--- src/rtl/rc4_pkg.sv ---
// Shared RC4 definitions used by the key-scheduling swapper and the PRGA stage.
package rc4_pkg;

  localparam int S_SIZE            = 256;
  localparam int KEY_BYTES_DEFAULT = 3;

  typedef enum logic [3:0] {
    IDLE,
    RD_I,
    WT_I,
    CP_I,
    RD_J,
    WT_J,
    CP_J,
    WR_I,
    WR_J,
    DONE
  } ksa_state_t;

endpackage

--- src/rtl/ksa_swapper_if.sv ---
// Control handshake and S-memory port of the KSA swapper.
interface ksa_swapper_if #(
  parameter int RAM_WIDTH = 8,
  parameter int KEY_BYTES = 3
);
  logic                   start;
  logic [KEY_BYTES*8-1:0] key;
  logic [RAM_WIDTH-1:0]   ram_q;
  logic [RAM_WIDTH-1:0]   address;
  logic [RAM_WIDTH-1:0]   ram_in;
  logic                   write_enable;
  logic                   busy;
  logic                   done;

  modport master (
    input  start, key, ram_q,
    output address, ram_in, write_enable, busy, done
  );

  modport slave (
    output start, key, ram_q,
    input  address, ram_in, write_enable, busy, done
  );
endinterface

--- src/rtl/ksa_key_mux.sv ---
// Selects key byte kidx from the latched key; byte 0 is the most significant byte.
module ksa_key_mux #(
  parameter int KEY_BYTES = 3,
  parameter int KIDX_W    = 2
) (
  input  logic [KEY_BYTES*8-1:0] key_lat,
  input  logic [KIDX_W-1:0]      kidx,
  output logic [7:0]             kb
);

  always_comb begin
    kb = '0;
    for (int k = 0; k < KEY_BYTES; k++) begin
      if (kidx == KIDX_W'(k)) kb = key_lat[(KEY_BYTES-k)*8-1 -: 8];
    end
  end

endmodule

--- src/rtl/ksa_swapper.sv ---
// RC4 key-scheduling swap phase: owns the S-memory port, performs 256 read/read/write/write
// swap iterations of 8 cycles each, then pulses done.
module ksa_swapper
  import rc4_pkg::*;
#(
  parameter int RAM_WIDTH = 8,
  parameter int KEY_BYTES = KEY_BYTES_DEFAULT
) (
  input  logic          clk,
  input  logic          reset_n,
  ksa_swapper_if.master bus
);

  localparam int KEY_W  = KEY_BYTES * 8;
  localparam int KIDX_W = (KEY_BYTES > 1) ? $clog2(KEY_BYTES) : 1;

  ksa_state_t             state, state_nxt;
  logic [RAM_WIDTH-1:0]   i, j, si, sj;
  logic [RAM_WIDTH-1:0]   i_nxt, j_nxt, si_nxt, sj_nxt;
  logic [KIDX_W-1:0]      kidx, kidx_nxt;
  logic [KEY_W-1:0]       key_lat, key_lat_nxt;
  logic [7:0]             kb;
  logic [RAM_WIDTH-1:0]   address_q, address_nxt;
  logic [RAM_WIDTH-1:0]   ram_in_q, ram_in_nxt;
  logic                   we_q, we_nxt, busy_q, done_q;

  ksa_key_mux #(.KEY_BYTES(KEY_BYTES), .KIDX_W(KIDX_W)) u_key_mux (
    .key_lat (key_lat),
    .kidx    (kidx),
    .kb      (kb)
  );

  always_comb begin
    state_nxt   = state;
    i_nxt       = i;
    j_nxt       = j;
    si_nxt      = si;
    sj_nxt      = sj;
    kidx_nxt    = kidx;
    key_lat_nxt = key_lat;
    case (state)
      IDLE: if (bus.start) begin
        key_lat_nxt = bus.key;
        i_nxt       = '0;
        j_nxt       = '0;
        kidx_nxt    = '0;
        state_nxt   = RD_I;
      end
      RD_I: state_nxt = WT_I;
      WT_I: state_nxt = CP_I;
      CP_I: begin
        si_nxt    = bus.ram_q;
        j_nxt     = j + bus.ram_q + RAM_WIDTH'(kb);
        state_nxt = RD_J;
      end
      RD_J: state_nxt = WT_J;
      WT_J: state_nxt = CP_J;
      CP_J: begin
        sj_nxt    = bus.ram_q;
        state_nxt = WR_I;
      end
      WR_I: state_nxt = WR_J;
      WR_J: begin
        if (i == {RAM_WIDTH{1'b1}}) begin
          state_nxt = DONE;
        end else begin
          i_nxt     = i + 1'b1;
          kidx_nxt  = (kidx == KIDX_W'(KEY_BYTES-1)) ? '0 : kidx + 1'b1;
          state_nxt = RD_I;
        end
      end
      DONE:    state_nxt = IDLE;
      default: state_nxt = IDLE;
    endcase

    // Outputs are decoded from the state being entered so they are valid for its whole cycle.
    address_nxt = '0;
    ram_in_nxt  = '0;
    we_nxt      = 1'b0;
    case (state_nxt)
      RD_I, WT_I, CP_I: address_nxt = i_nxt;
      RD_J, WT_J, CP_J: address_nxt = j_nxt;
      WR_I: begin
        address_nxt = i_nxt;
        ram_in_nxt  = sj_nxt;
        we_nxt      = 1'b1;
      end
      WR_J: begin
        address_nxt = j_nxt;
        ram_in_nxt  = si_nxt;
        we_nxt      = 1'b1;
      end
      default: ;
    endcase
  end

  always_ff @(posedge clk or negedge reset_n) begin
    if (!reset_n) begin
      state     <= IDLE;
      i         <= '0;
      j         <= '0;
      si        <= '0;
      sj        <= '0;
      kidx      <= '0;
      key_lat   <= '0;
      address_q <= '0;
      ram_in_q  <= '0;
      we_q      <= 1'b0;
      busy_q    <= 1'b0;
      done_q    <= 1'b0;
    end else begin
      state     <= state_nxt;
      i         <= i_nxt;
      j         <= j_nxt;
      si        <= si_nxt;
      sj        <= sj_nxt;
      kidx      <= kidx_nxt;
      key_lat   <= key_lat_nxt;
      address_q <= address_nxt;
      ram_in_q  <= ram_in_nxt;
      we_q      <= we_nxt;
      busy_q    <= (state_nxt != IDLE);
      done_q    <= (state_nxt == DONE);
    end
  end

  assign bus.address      = address_q;
  assign bus.ram_in       = ram_in_q;
  assign bus.write_enable = we_q;
  assign bus.busy         = busy_q;
  assign bus.done         = done_q;

endmodule

--- src/flat_wrapper.sv ---
// flat-port wrapper written by rule: the top's interface ports become plain ports
module ksa_swapper_flat import rc4_pkg::*;
#(
  parameter int RAM_WIDTH = 8,
  parameter int KEY_BYTES = KEY_BYTES_DEFAULT
)
  (clk, reset_n, bus_start, bus_key, bus_ram_q, bus_address, bus_ram_in, bus_write_enable, bus_busy, bus_done);
  ksa_swapper_if #(.RAM_WIDTH(RAM_WIDTH), .KEY_BYTES(KEY_BYTES)) bus_i ();
  input  logic clk;
  input  logic reset_n;
  input wire logic [$bits(bus_i.start)-1:0] bus_start;
  input wire logic [$bits(bus_i.key)-1:0] bus_key;
  input wire logic [$bits(bus_i.ram_q)-1:0] bus_ram_q;
  output wire logic [$bits(bus_i.address)-1:0] bus_address;
  output wire logic [$bits(bus_i.ram_in)-1:0] bus_ram_in;
  output wire logic [$bits(bus_i.write_enable)-1:0] bus_write_enable;
  output wire logic [$bits(bus_i.busy)-1:0] bus_busy;
  output wire logic [$bits(bus_i.done)-1:0] bus_done;
  assign bus_i.start = bus_start;
  assign bus_i.key = bus_key;
  assign bus_i.ram_q = bus_ram_q;
  assign bus_address = bus_i.address;
  assign bus_ram_in = bus_i.ram_in;
  assign bus_write_enable = bus_i.write_enable;
  assign bus_busy = bus_i.busy;
  assign bus_done = bus_i.done;
  ksa_swapper #(.RAM_WIDTH(RAM_WIDTH), .KEY_BYTES(KEY_BYTES)) u_core (.clk(clk), .reset_n(reset_n), .bus(bus_i));
endmodule
--- config.mk ---
export PLATFORM = sky130hd
export DESIGN_NAME = ksa_swapper_flat
export DESIGN_NICKNAME = d
export VERILOG_FILES = /design/src/rtl/rc4_pkg.sv /design/src/rtl/ksa_swapper_if.sv /design/src/rtl/ksa_key_mux.sv /design/src/rtl/ksa_swapper.sv /design/src/flat_wrapper.sv
export SDC_FILE = /design/constraint.sdc
export NUM_CORES = 1
export LEC_CHECK = 0
export ABC_CLOCK_PERIOD_IN_PS = 2820
export CORE_MARGIN = 1.5
export CORE_UTILIZATION = 45
export DETAILED_ROUTE_END_ITERATION = 10
export PLACE_DENSITY = 0.76
export SKIP_LAST_GASP = 1
export SYNTH_ARGS = -nofsm -noshare
export SYNTH_HDL_FRONTEND = slang
export SYNTH_SLANG_ARGS = --single-unit
--- constraint.sdc ---
create_clock -name clk -period 2.82 [get_ports clk]
set_input_delay 0.282 -clock clk [delete_from_list [all_inputs] [get_ports clk]]
set_output_delay 0.282 -clock clk [all_outputs]
set_load 0.01 [all_outputs]
Word level (Yosys, flattened, before mapping)
Cells that the tools add are included.

cells by class
  add/subtract/negate cells = 4
  equality and inequality tests = 22
  mux-type cells = 20
  reduce and logical (&&, ||, !) cells = 9

operators with widths
  kind                   count
  $mux W8                8
  $pmux W8 S2            4
  $pmux W4 S9            1
  $eq A4 B3 Y1 const B   8
  $add A8 B8 Y8          2
  $eq A4 B2 Y1 const B   4
  $eq A4 B4 Y1 const B   3
  $add A8 B1 Y8 const B  1
  $eq A4 B1 Y1 const B   2
  $eq A8 B8 Y1 const B   1
  $mux W4                2
  $reduce_or A4 Y1       2
  $mux W2                3
  $logic_not A4 Y1       1
  $ne A2 B2 Y1 const B   2
  $pmux W2 S2            1
  $reduce_bool A4 Y1     1
  $reduce_and A3 Y1      1
  $add A2 B1 Y2 const B  1
  $eq A2 B1 Y1 const B   1
  $eq A2 B2 Y1 const B   1
  $logic_not A2 Y1       1
  $reduce_and A2 Y1      1
  $reduce_bool A2 Y1     1
  2 further kinds        2

word-level totals
  bits in registers = 81
  input port bits = 35
  logic and storage cells = 67

Depth between registers and ports, before layout
Gate-level depths: netlist of run 1.

  depth in word-level cells = 7
  gate-level depth with buffers = 13
  depth with buffers taken out = 12

By module
Synthesis of run 1 repeated with hierarchy kept, for this count alone.

unflattened totals
  cell total of the unflattened synthesis = 358
  area, all modules = 3,644.7 µm²

by module, submodules not included
  module       instances  cells each  area each (µm²)
  ksa_swapper  1          338         3,447.1
  ksa_key_mux  1          20          197.7

Worst setup path after synthesis of run 1
No wires, ideal clock.

  kind = register to register
  from = register u_core.kidx[0]
  to = register u_core.address_q[7], in the netlist u_core.bus.address[7]
  arrival time = 2.676 ns
  data required time = 2.687 ns
  slack = 0.011 ns
  cell stages (with the launch flop) = 12
  path buffers = 1
  cell sequence = dfrtp_1 buf_2 mux2i_1 o21ai_0 fa_1 ha_1 fa_1 a21o_1 a21oi_1 a21oi_1 xnor2_1 o221ai_2

on the way
  cells in the longest elaborated chain, start to end = 7
  elaborated cells between the ends (all ways) = 9
  classes of those cells = add/sub (1); eq/ne (2); mux (5); reduce/logical (1)

RTL lines
  what                       RTL line            text
  start: declaration         ksa_swapper.sv:20   logic [KIDX_W-1:0] kidx, kidx_nxt;
  start signal: assignment   ksa_swapper.sv:117  kidx <= kidx_nxt;
  $logic_not A2 Y1           ksa_key_mux.sv:14   if (kidx == KIDX_W'(k)) kb = key_lat[(KEY_BYTES-k)*8-1 -: 8];
  $mux W8 (2 in series)      ksa_key_mux.sv:14
  $mux W8 (*)                ksa_key_mux.sv:14
  $add A8 B8 Y8 (*)          ksa_swapper.sv:53   j_nxt = j + bus.ram_q + RAM_WIDTH'(kb);
  $pmux W8 S2 (*)            ksa_swapper.sv:41   case (state)
  $pmux W8 S2 (*)            ksa_swapper.sv:80   case (state_nxt)
  net u_core.address_nxt[7]  ksa_swapper.sv:23   logic [RAM_WIDTH-1:0] address_q, address_nxt;
  end signal: assignment     ksa_swapper.sv:119  address_q <= address_nxt;
  end: declaration           ksa_swapper.sv:23

Mark *: on every way through the listed nets, which the timed path passes. The rest lies on a longest branch.
A chain may end at the register's enable or synchronous reset.

Worst setup path in the final report of run 1
  from = register u_core.kidx[0]
  to = register u_core.j[6]

on the way
  cells in the longest elaborated chain, start to end = 6
  elaborated cells between the ends (all ways) = 8
  classes of those cells = add/sub (1); eq/ne (2); mux (4); reduce/logical (1)

RTL lines
  what                    RTL line            text
  $logic_not A2 Y1        ksa_key_mux.sv:14
  $mux W8 (2 in series)   ksa_key_mux.sv:14
  $mux W8 (*)             ksa_key_mux.sv:14
  $add A8 B8 Y8 (*)       ksa_swapper.sv:53
  $pmux W8 S2 (*)         ksa_swapper.sv:41
  net u_core.j_nxt[6]     ksa_swapper.sv:19   logic [RAM_WIDTH-1:0] i_nxt, j_nxt, si_nxt, sj_nxt;
  end signal: assignment  ksa_swapper.sv:114  j <= j_nxt;
  end: declaration        ksa_swapper.sv:18   logic [RAM_WIDTH-1:0] i, j, si, sj;

Marked as above.

==> results of run 1 <==
critical path: cells and delay by family (launching register included):
kind                       cells  cell delay (ns)
buffers and inverters          3             0.35
and+or+nand+nor                2             0.28
DFF                            1             0.46
muxes                          1             0.10
xor gates and xnor gates       1             0.11
AOI/OAI and AO/OA              4             0.73
adders and majority gates      2             0.66
cells by family (layout without fill, tap and decap cells):
family                   count (synthesis)  count (layout)
flip-flops                              73              73
AND/OR/NAND/NOR                         72              72
AO/OA/AOI/OAI                           62              62
multiplexers                            43              43
buffers and inverters                   39             114
adder cells (fa/ha/maj)                 15              15
XOR/XNOR                                10              10
layer usage:
layer  GRT usage  routed length (um)
met5           0                   0
met3      0.0456                 347
met2       0.278                3320
met1       0.258                3500
met4      0.0718                 131
report_power, final:
group          total, mW  switching [mW]  internal (mW)
clock network      0.691           0.350          0.341
logic               3.19            1.53           1.66
registers           1.78           0.307           1.47
path summary, 6_finish.rpt:
path                                start  depth (start not counted)            to  slack (ns)
hold / removal                    reset_n                          1   u_core.i[4]        0.01
hold reg to reg              u_core.si[3]                          2  u_core.si[3]        0.49
setup / recovery           u_core.kidx[0]                         13   u_core.j[6]        0.01
min in group clk             u_core.si[3]                          2  u_core.si[3]        0.49
setup reg to reg           u_core.kidx[0]                         13   u_core.j[6]        0.01
max in group asynchronous         reset_n                          2  u_core.si[7]        2.13
final cells by class:
cell class | count | share of cell area
sequential | 73 | 0.397
multi-input combinational | 202 | 0.368
timing repair buffer | 73 | 0.152
clock buffer | 15 | 0.0340
tap | 102 | 0.0277
inverter | 26 | 0.0212
cells in the final DEF (no fill, tap or decap), types with 2 or more instances in the layout:
cell              n
nand3_1           6
nand4_1           2
o21ai_1           2
nand2_1          20
inv_1            24
ha_4              4
ha_1              3
clkbuf_8         10
dfrtp_1          72
xor2_1            2
a21oi_2           9
mux2i_1          17
inv_2             2
nor3_1            4
xnor2_1           7
mux2_2           26
clkdlybuf4s50_1  52
buf_6             3
o21ai_0           8
nand2b_1          4
o211ai_1          2
a22o_1           13
o2bb2ai_1         3
fa_1              7
a21oi_1           8
buf_4            16
a41oi_1           2
a21o_1            4
clkbuf_1          5
nor2_1           24
through the flow:
| step | cells | hold WS, ns | setup WS [ns] | instance area (um^2) |
|---|---|---|---|---|
| 2_1_floorplan | 314 | -0.0136 | 0.0108 | 3580 |
| 3_5_place_dp | 469 | 0.399 | -0.136 | 4280 |
| 4_1_cts | 487 | 0.0290 | 0.00695 | 4480 |
| 6_report | 491 | 0.00986 | 0.0125 | 4610 |
| 3_3_place_gp | 469 | 0.398 | -0.0653 | 4280 |
| 5_1_grt | 491 | 0.0568 | -0.109 | 4610 |
registers in the layout, indices dropped and copies added, names as in the netlist:
| register | flops |
|---|---|
| u_core.key_lat | 24 |
| u_core.bus.address | 8 |
| u_core.bus.ram_in | 8 |
| u_core.i | 8 |
| u_core.j | 8 |
| u_core.si | 8 |
| u_core.state | 4 |
| u_core.kidx | 2 |
| u_core.bus.busy | 1 |
| u_core.bus.done | 1 |
| u_core.bus.write_enable | 1 |
repair_timing:
item,CTS,global route
setup endpoints to repair,5,6
gates resized for setup,9,19
setup buffers,3,4
pin swaps,1,19
==> flow_summary.rst, run 1 <==
.. list-table::
   :header-rows: 1

   * - Metric
     - Value
   * - Number of buffers created by CTS
     - 9
   * - Outcome
     - finished, final reports clean
   * - Cell count after synthesis
     - 314
   * - Synthesized area per cell
     - 11.4 um^2
   * - Die footprint
     - 8490 um^2
   * - Synthesized cell area
     - 3580 um^2
   * - Number of hold violations in the final report
     - 0
   * - Peak supply drop
     - 0.522 mV
   * - Kind of start point of the critical path
     - flip-flop
   * - Footprint of the multi-input gates
     - 1700 um^2
   * - Path class of the lowest-slack min-delay path
     - in -> async
   * - Wire length of the first global-routing pass
     - 12.2 mm
   * - Worst Path Required
     - 3.04 ns
   * - Crit. End Element
     - flip-flop
   * - Fraction of registers with async set or reset after synthesis
     - 1.00
   * - Critical path cell sequence
     - buf_6 > buf_4 > mux2i_1 > nor2_1 > a21oi_2 > fa_1 > inv_1 > ha_4 > and2_4 > a311o_1 > a21oi_2 > xnor2_1 > a22o_1
   * - Max transition margin
     - 0.494
   * - CTS Hold Buffers Added
     - 0
   * - Arrival time of the worst setup path
     - 3.03 ns
   * - WL/cell
     - 14.9 um
   * - Net count of the mapped netlist
     - 364
   * - Measured slew at the worst slew-check pin
     - 0.759 ns
   * - Horiz. Die Dim
     - 92.2 um
   * - Sum Neg Setup Slack
     - 0 ns
   * - RSZ-0062 raised after global routing
     - true
   * - Layout filler cell count
     - 641
   * - Root cell of the clock tree
     - clkbuf_8
   * - Number of global-route vias before repair
     - 2549
   * - Remaining design rule violation count
     - 0
   * - Number of enable flip-flop cells after synthesis
     - 0
   * - Clock sink total
     - 73
   * - Simple-Gate Fraction of Synth Area
     - 0.0986
   * - DR vias/cell
     - 5.20
   * - Sequential cell area fraction in the yosys report
     - 0.511
   * - Library cell appearing most often on the critical path
     - a21oi_2
   * - Power per standard cell area
     - 1230 nW/um^2
   * - # Max-Cap Violations
     - 0
   * - Mux share of post-synthesis cell area
     - 0.129
   * - Critical path fanouts, max
     - 6
   * - Core area
     - 7730 um^2
   * - Syn. warnings
     - 0
   * - Area growth, synth to finish
     - 28.8%
   * - Number of rows created at floorplan
     - 32
   * - Static Leakage
     - 2.07 nW
   * - Largest net degree at the start of global routing
     - 42
   * - Register area
     - 1830 um^2
   * - Slowest cell on crit path
     - fa_1
   * - Max Root-Sink Buffers
     - 2
   * - Largest stage delay on the critical path
     - 0.48 ns
   * - Total number of H-tree levels
     - 3
   * - Fraction of synthesized cell area taken by the top area cell type
     - 0.511
   * - Post-layout util
     - 0.596
   * - Compound-Gate Fraction of Synth Area
     - 0.122
   * - Total count of max-transition violations in the final report
     - 0
   * - Floorplan die height
     - 92.2 um
   * - Leading register cell type out of synthesis
     - dfrtp_1
   * - I/O pin total
     - 54
   * - Fraction of layout cells with a size suffix above 1
     - 0.219
   * - Routability cong.
     - 0.781
   * - Starting utilization of the core area
     - 0.463
   * - Xor/xnor cell area share of the yosys netlist
     - 0.0245
   * - Global-route usage over all layers
     - 0.185
   * - Antenna-violating nets left
     - 0
   * - Yosys cell types
     - 48
   * - Synthesized flop and latch total
     - 73
   * - First DRT Iteration DRCs
     - 166
   * - Adder-cell share of the synthesized area
     - 0.0693
   * - Count of endpoints failing setup in the final report
     - 0
   * - Time the worst path needs with I/O delays and setup
     - 2.81 ns
   * - Detailed Routing Iterations Pass 1
     - 4
   * - Total Power
     - 5.66 mW
   * - Total routed wirelength
     - 7.30 mm
   * - Net count of the finished layout
     - 435
   * - HPWL after detailed placement
     - 5.13 mm
   * - Part of the cycle the worst path needs
     - 0.996
   * - Worst setup skew after layout
     - 0.00639 ns
   * - Kind of critical path
     - reg -> reg
   * - Post-synth top area cell
     - dfrtp_1
   * - Synth top cells by count
     - dfrtp_1, inv_1, mux2_2, nor2_1, nand2_1
   * - Cell with the most instances after synthesis
     - dfrtp_1
   * - Number of antenna violations at the first check in global routing
     - 0
   * - Number of buffer cells added on primary ports
     - 53
   * - Cell types with the largest area share after synthesis
     - dfrtp_1, mux2_2, mux2i_1, fa_1, a22o_1
   * - Detailed-route via count
     - 2554
   * - Main combinational cell family by area after synthesis
     - multiplexers
   * - Clock latency reported for the late side of the worst-skew pair
     - 0.34 ns
   * - Number of antenna diodes
     - 0
   * - Remaining global-route overflow
     - 0
   * - Max frequency
     - 356 MHz
   * - CTS clk-pin slew, worst paths
     - 0.07 ns
   * - Clock tree from TritonCTS
     - done
(Power assumes the default switching activity.)
==> run 2, diff against run 1 <==
- CORE_UTILIZATION: 45 -> 48
- PLACE_DENSITY: 0.76 -> 0.8
==> flow_summary.rst, run 2 (same netlist as run 1, synthesis figures left out) <==
.. list-table::
   :header-rows: 1

   * - Metric
     - Value
   * - Number of rows created at floorplan
     - 31 (-3.1%)
   * - Max Root-Sink Buffers
     - 2 (unchanged)
   * - Startpoint of the lowest-slack hold path
     - u_core.si[1]
   * - Reg-to-reg critical path endpoint
     - u_core.j[6]
   * - Path class of the lowest-slack min-delay path
     - reg -> reg
   * - Number of cells on the worst reg-to-reg path
     - 12 (-1)
   * - Sw Share
     - 0.381 (-0.00571)
   * - Worst hold stages
     - 2
   * - Post-layout util
     - 0.633 (+0.0365)
   * - Detailed-route via count
     - 2563 (+0.35%)
   * - Total count of max-transition violations in the final report
     - 0 (unchanged)
   * - Clock sink total
     - 73 (unchanged)
   * - Number of buffer cells added on primary ports
     - 53 (unchanged)
   * - Antenna-violating nets left
     - 0 (unchanged)
   * - Register with the most flip-flops
     - u_core.key_lat
   * - Area growth, synth to finish
     - 27.6%
   * - Placed inst area
     - 4270 um^2 (-0.20%)
   * - Clock latency reported for the late side of the worst-skew pair
     - 0.34 ns (about the same)
   * - Time the worst path needs with I/O delays and setup
     - 2.80 ns (-0.00318 ns)
   * - WL/cell
     - 15.3 um (+2.7%)
   * - Horiz. Die Dim
     - 89.3 um (-3.1%)
   * - Global-route usage over all layers
     - 0.196 (+0.0114)
   * - Max frequency
     - 357 MHz (+0.11%)
   * - Pre-CTS setup slack
     - -0.109 ns (+0.0268 ns)
   * - Layout filler cell count
     - 594 (-7.3%)
   * - Worst Path Required
     - 3.05 ns (about the same)
   * - DR vias/cell
     - 5.28 (+1.6%)
   * - Slowest cell on crit path
     - fa_1
   * - Remaining design rule violation count
     - 0 (unchanged)
   * - Power share of the sequential group
     - 0.319 (+0.005)
   * - Root cell of the clock tree
     - clkbuf_8
   * - Static Leakage
     - 2.07 nW (-0.15%)
   * - Path length in cells of the critical path
     - 12 (-1)
   * - Worst setup skew after layout
     - 0.00941 ns (+0.00302 ns)
   * - Number of antenna diodes
     - 0 (unchanged)
   * - Internal power component
     - 3.46 mW (-0.24%)
   * - Part of the total power dissipated in the clock network
     - 0.150 (+0.028)
   * - Logic gate share of total power
     - 0.531 (-0.033)
   * - Count of buffering cells on the critical path with inverters included
     - 3 (unchanged)
   * - Total routed wirelength
     - 7.41 mm (+1.5%)
   * - # Max-Cap Violations
     - 0 (unchanged)
   * - Worst-case setup margin in the final layout
     - 0.0157 ns (+0.00318 ns)
   * - Most frequent cells in the layout
     - dfrtp_1, clkdlybuf4s50_1, mux2_2
   * - Measured slew at the worst slew-check pin
     - 0.659 ns (-0.101 ns)
   * - Count of endpoints failing setup in the final report
     - 0 (unchanged)
   * - Critical path cell sequence
     - buf_6 > mux2i_1 > nor2_1 > a21oi_2 > fa_1 > inv_2 > ha_4 > buf_6 > a311o_1 > a21oi_2 > xnor2_1 > a22o_1
   * - Source of the worst register-to-register timing path
     - u_core.kidx[0]
   * - Core area
     - 7210 um^2 (-6.6%)
   * - R2R Setup Slk
     - 0.02 ns (about the same)
   * - Number of buffers created by CTS
     - 9 (unchanged)
   * - Outcome
     - finished, final reports clean
   * - Largest stage delay on the critical path
     - 0.45 ns (-0.03 ns)
   * - Max transition margin
     - 0.561 (+0.0671)
   * - First DRT Iteration DRCs
     - 76 (-54%)
   * - Clock tree from TritonCTS
     - done
   * - Number of global-route vias before repair
     - 2473 (-3.0%)
   * - Worst-case hold path end point
     - u_core.si[1]
   * - Sum Neg Setup Slack
     - 0 ns (unchanged)
   * - CP delay by family, top
     - compound AO/OA/AOI/OAI gates
   * - I/O pin total
     - 54 (unchanged)
   * - CTS clk-pin slew, worst paths
     - 0.07 ns (about the same)
   * - Arrival time of the worst setup path
     - 3.03 ns (about the same)
   * - Routability cong.
     - 0.807 (+3.4%)
   * - Starting utilization of the core area
     - 0.496 (+0.0329)
   * - RSZ-0062 raised after global routing
     - true
   * - Floorplan die height
     - 89.3 um (-3.1%)
   * - Part of the cycle the worst path needs
     - 0.994 (-0.00113)
   * - HPWL after detailed placement
     - 5.33 mm (+3.8%)
   * - Net count of the finished layout
     - 431 (-0.92%)
   * - Remaining global-route overflow
     - 0 (unchanged)
   * - Most frequent standard cell in the layout excluding fill and tap cells
     - dfrtp_1
   * - Number of antenna violations at the first check in global routing
     - 0 (unchanged)
   * - Final design instance area without fill
     - 4560 um^2 (-0.92%)
   * - Detailed Routing Iterations Pass 1
     - 4 (unchanged)
   * - Fraction of layout cells with a size suffix above 1
     - 0.207 (-0.0113)
   * - Number of hold violations in the final report
     - 0 (unchanged)
   * - Wire length of the first global-routing pass
     - 11.7 mm (-4.1%)
   * - Psw
     - 2.13 mW (-2.6%)
   * - Total number of H-tree levels
     - 3 (unchanged)
   * - Critical path fanouts, max
     - 5 (-1)
   * - Register area
     - 1830 um^2 (unchanged)
   * - Kind of start point of the critical path
     - flip-flop
   * - Flip-flop count of the largest register, all copies and words added
     - 24 (unchanged)
   * - Power per standard cell area
     - 1230 nW/um^2 (-0.24%)
   * - Footprint of the multi-input gates
     - 1650 um^2 (-2.7%)
   * - Die footprint
     - 7980 um^2 (-6.1%)
   * - Crit. End Element
     - flip-flop
   * - Peak supply drop
     - 0.569 mV (+9.0%)
   * - Largest net degree at the start of global routing
     - 32 (-24%)
   * - Kind of critical path
     - reg -> reg
[run 2: cell types whose count changed in the layout (fill, tap and decap cells not counted), moves of 2 or more]
cell,before,now
clkbuf_1,5,2
ha_1,3,5
a21oi_2,9,7
a21oi_1,8,10
ha_4,4,1
clkbuf_8,10,12
buf_4,16,13
[run 2: worst max path at each step]
stage | from | end | slack, ns
2_1_floorplan | u_core.kidx[0] | u_core.bus.address[7] | 0.01
3_3_place_gp | bus_ram_q[1] | u_core.bus.address[7] | -0.03
3_5_place_dp | u_core.kidx[0] | u_core.bus.address[7] | -0.11
4_1_cts | u_core.kidx[0] | u_core.bus.address[7] | -0.007
5_1_grt | u_core.kidx[0] | u_core.j[6] | -0.09
6_report | u_core.kidx[0] | u_core.j[6] | 0.02
[run 2: layer usage]
| metal | vias to the layer above | share of wire | global-route usage |
|---|---|---|---|
| met5 | - | 0 | 0 |
| met4 | 0 | 0.023 | 0.0951 |
| met3 | 13 | 0.043 | 0.0332 |
| met2 | 83 | 0.48 | 0.313 |
| met1 | 1244 | 0.46 | 0.262 |
| li1 | 1223 | - | - |
[run 2: layout make-up]
| type | instances | share of cell area |
|---|---|---|
| repair buffers | 69 | 0.144 |
| flip-flops and latches | 73 | 0.401 |
| multi-input cells | 202 | 0.362 |
| well taps | 99 | 0.0271 |
| clock buffers | 14 | 0.0378 |
| inverters | 26 | 0.0214 |
| clock inverters | 2 | 0.00768 |
[run 2: power groups by stage]
stage               registers [mW]  clock network [mW]  logic (mW)
floorplan                     1.68                   0        1.99
global placement              1.76                   0        2.57
detailed placement            1.78                   0        2.67
CTS                           1.77               0.857        2.73
global route                  1.84               0.888        3.25
finish                        1.78               0.840        2.97
[run 2: stage by stage]
| stage | instances | total power, mW | hold slack [ns] |
|---|---|---|---|
| finish | 485 | 5.60 | 0.483 |
| global placement | 467 | 4.33 | 0.352 |
| CTS | 484 | 5.35 | 0.485 |
| global route | 485 | 5.98 | 0.509 |
| floorplan | 314 | 3.68 | -0.0136 |
| detailed placement | 467 | 4.45 | 0.351 |
[run 2: repair_timing]
action / in CTS / in global routing
setup endpoints to repair: 6 / 7
buffers inserted: 0 / 1
resized for setup: 6 / 15
pin swaps: 2 / 9
hold buffers: 1 / 0
endpoints found under the hold margin: 29 / 0
[run 2: worst register-to-register path: stages (launching register included)]
cell	delay (ns)
dfrtp_2	0.44
buf_6	0.15
mux2i_1	0.21
nor2_1	0.08
a21oi_2	0.15
fa_1	0.45
inv_2	0.08
ha_4	0.20
buf_6	0.12
a311o_1	0.37
a21oi_2	0.16
xnor2_1	0.10
a22o_1	0.18
==> run 3, diff against run 2 <==
- CORE_UTILIZATION: 48 -> 49
- PLACE_DENSITY: 0.8 -> 0.81
- SLEW_MARGIN: default -> 20
- SYNTH_HIERARCHICAL: default -> 1
==> flow_summary.rst, run 3 <==
.. list-table::
   :header-rows: 1

   * - Metric
     - Value
   * - Net count of the mapped netlist
     - 408 (+12%)
   * - Worst Path Required
     - 3.09 ns (+0.04 ns)
   * - Total Power
     - 5.76 mW (+2.9%)
   * - Largest stage delay on the critical path
     - 0.44 ns (about the same)
   * - Post-layout util
     - 0.643 (+0.0109)
   * - Number of buffer cells added on primary ports
     - 53 (unchanged)
   * - Synthesized cell area
     - 3640 um^2 (+1.9%)
   * - CTS Hold Buffers Added
     - 0 (-1)
   * - Violations in the final reports
     - hold timing, setup timing
   * - Clock latency reported for the late side of the worst-skew pair
     - 0.34 ns (about the same)
   * - Wire length of the first global-routing pass
     - 13.4 mm (+15%)
   * - Outcome
     - finished with violations
   * - Time the worst path needs with I/O delays and setup
     - 2.91 ns (+0.103 ns)
   * - Peak supply drop
     - 0.528 mV (-7.2%)
   * - Cell with the most instances after synthesis
     - nand2_1
   * - Synthesized area per cell
     - 10.2 um^2 (-11%)
   * - Syn. warnings
     - 6 (+6)
   * - Core area
     - 7210 um^2 (unchanged)
   * - Static Leakage
     - 2.13 nW (+2.9%)
   * - Antenna-violating nets left
     - 0 (unchanged)
   * - I/O pin total
     - 54 (unchanged)
   * - WL/cell
     - 15.7 um (+2.5%)
   * - Global-route usage over all layers
     - 0.221 (+0.0248)
   * - Largest net degree at the start of global routing
     - 43 (+34%)
   * - Post-synth top area cell
     - dfrtp_1
   * - Cell types with the largest area share after synthesis
     - dfrtp_1, nand2_1, fa_1, mux2i_1, ha_1
   * - Mux share of post-synthesis cell area
     - 0.0247 (-0.105)
   * - Total count of max-transition violations in the final report
     - 0 (unchanged)
   * - Routability cong.
     - 0.855 (+5.9%)
   * - Yosys cell types
     - 52 (+8.3%)
   * - Fraction of layout cells with a size suffix above 1
     - 0.151 (-0.0563)
   * - Register with the most flip-flops
     - u_core/key_lat
   * - Net count of the finished layout
     - 473 (+9.7%)
   * - Slowest cell on crit path
     - dfrtp_2
   * - Most frequent standard cell in the layout excluding fill and tap cells
     - nand2_1
   * - Simple-Gate Fraction of Synth Area
     - 0.206 (+0.107)
   * - Number of enable flip-flop cells after synthesis
     - 0 (unchanged)
   * - Die footprint
     - 7960 um^2 (-0.18%)
   * - Root cell of the clock tree
     - clkbuf_8
   * - Worst setup skew after layout
     - 0.00915 ns (-0.000255 ns)
   * - Clock sink total
     - 73 (unchanged)
   * - Synthesized flop and latch total
     - 73 (unchanged)
   * - Number of antenna violations at the first check in global routing
     - 0 (unchanged)
   * - Remaining global-route overflow
     - 0 (unchanged)
   * - DR vias/cell
     - 5.56 (+5.1%)
   * - Number of rows created at floorplan
     - 31 (unchanged)
   * - Fraction of synthesized cell area taken by the top area cell type
     - 0.501 (-0.00947)
   * - Horiz. Die Dim
     - 89.2 um (about the same)
   * - Adder-cell share of the synthesized area
     - 0.0680 (-0.00128)
   * - Sum Neg Setup Slack
     - -0.137 ns (-0.137 ns)
   * - Part of the cycle the worst path needs
     - 1.03 (+0.0365)
   * - Worst-case setup margin in the final layout
     - -0.0872 ns (-0.103 ns)
   * - Count of endpoints failing setup in the final report
     - 3 (+3)
   * - # Max-Cap Violations
     - 0 (unchanged)
   * - Total number of H-tree levels
     - 3 (unchanged)
   * - Floorplan die height
     - 89.2 um (about the same)
   * - Worst hold slack after final layout
     - -0.00305 ns (-0.486 ns)
   * - Clock tree from TritonCTS
     - done
   * - Max frequency
     - 344 MHz (-3.5%)
   * - Critical path cell sequence
     - buf_12 > nor2b_4 > buf_6 > buf_4 > o2bb2ai_1 > fa_1 > ha_1 > o211a_1 > o31a_1 > or4_4 > nand3_4 > a22o_1
   * - RSZ-0062 raised after global routing
     - true
   * - Max transition margin
     - 0.515 (-0.0455)
   * - Path class of the lowest-slack min-delay path
     - in -> async
   * - Number of antenna diodes
     - 0 (unchanged)
   * - Max Root-Sink Buffers
     - 2 (unchanged)
   * - Detailed Routing Iterations Pass 1
     - 4 (unchanged)
   * - Total routed wirelength
     - 8.19 mm (+11%)
   * - Power per standard cell area
     - 1240 nW/um^2 (+1.2%)
   * - Compound-Gate Fraction of Synth Area
     - 0.143 (+0.0207)
   * - Remaining design rule violation count
     - 0 (unchanged)
   * - Critical path fanouts, max
     - 7 (+2)
   * - Crit. End Element
     - flip-flop
   * - Main combinational cell family by area after synthesis
     - simple AND/OR/NAND/NOR gates
   * - Detailed-route via count
     - 2906 (+13%)
   * - CTS clk-pin slew, worst paths
     - 0.07 ns (about the same)
   * - Kind of critical path
     - reg -> reg
   * - Area growth, synth to finish
     - 27.4%
   * - Number of hold violations in the final report
     - 3 (+3)
   * - HPWL after detailed placement
     - 5.65 mm (+6.1%)
   * - First DRT Iteration DRCs
     - 165 (+120%)
   * - Number of buffers created by CTS
     - 9 (unchanged)
   * - Number of cells on the worst reg-to-reg path
     - 12 (unchanged)
   * - Synth top cells by count
     - nand2_1, dfrtp_1, nand3_1, o21ai_0, mux2i_1
   * - Sequential cell area fraction in the yosys report
     - 0.501 (-0.00947)
   * - Arrival time of the worst setup path
     - 3.18 ns (+0.15 ns)
   * - Starting utilization of the core area
     - 0.505 (+0.00937)
   * - Measured slew at the worst slew-check pin
     - 0.727 ns (+0.0682 ns)
   * - Cell count after synthesis
     - 358 (+14%)
   * - Kind of start point of the critical path
     - flip-flop
   * - Leading register cell type out of synthesis
     - dfrtp_1
   * - Most frequent cells in the layout
     - nand2_1, dfrtp_1, clkdlybuf4s50_1
   * - Flip-flop count of the largest register, all copies and words added
     - 24 (unchanged)
   * - Number of global-route vias before repair
     - 2821 (+14%)
   * - Fraction of registers with async set or reset after synthesis
     - 1.00 (unchanged)
   * - Xor/xnor cell area share of the yosys netlist
     - 0.0168 (-0.00766)
## run 3: cell types whose count changed after synthesis, sizes merged, moves of 8 or more
cell   delta
a21oi    -10
inv      -21
mux2     -26
mux2i     -8
nand2    +91
nand3    +10
nor2     -17
## run 3: final timing paths
path / from / end / slack (ns)
max: u_core/kidx[0] / u_core/bus.address[7] / -0.09
min reg2reg: u_core/si[5] / u_core/si[5] / 0.47
max in group asynchronous: reset_n / u_core/kidx[0] / 2.15
min: reset_n / u_core/bus.write_enable / -0.003
min in group clk: bus_key[16] / u_core/key_lat[16] / 0.46
max reg2reg: u_core/kidx[0] / u_core/bus.address[7] / -0.09
## run 3: final cells by class
cell class	instances	area (um^2)
fillers	591	2570
clock inverters	1	5.00
inverters	5	18.8
well taps	99	124
clock buffers	11	151
flip-flops and latches	73	1830
repair buffers	74	723
multi-input cells	260	1790
## run 3: kinds of logic after synthesis
| logic type | Yosys count |
|---|---|
| adder cells (fa/ha/maj) | 15 |
| XOR/XNOR | 7 |
| flip-flops | 73 |
| multiplexers | 9 |
| AO/OA/AOI/OAI | 68 |
| buffers and inverters | 25 |
| AND/OR/NAND/NOR | 161 |
## run 3: critical path, delay by kind of cell, from the launching register on
| family | cells | cell delay, ns |
|---|---|---|
| simple gates | 3 | 0.71 |
| fa+ha+maj | 2 | 0.76 |
| buf+inv | 3 | 0.39 |
| compound gates | 4 | 0.53 |
| flops | 1 | 0.44 |
## run 3: where the power goes
part | internal [mW] | switching [mW] | total (mW)
Clock | 0.346 | 0.343 | 0.689
Combinational | 1.52 | 1.72 | 3.24
Sequential | 1.48 | 0.348 | 1.83
## run 3: through the flow
step | cell area, um^2 | instances | worst slack (ns)
detailed placement | 4320 | 507 | -0.138
floorplan | 3640 | 358 | 0.0201
global route | 4640 | 523 | -0.163
CTS | 4530 | 521 | -0.0709
global placement | 4320 | 507 | 0.00165
finish | 4640 | 523 | -0.0872
## run 3: what timing repair did
item,CTS,global route
setup buffers,2,3
setup endpoints to repair,4,9
pin swaps,8,17
resized for setup,12,18
## run 3: routing by layer
metal  vias to the layer above  wire, um  global-route usage
met5                         -         0                   0
met4                         0       223               0.102
met3                        22       372              0.0425
met2                        91      4080               0.358
met1                      1421      3520               0.289
li1                       1372         -                   -
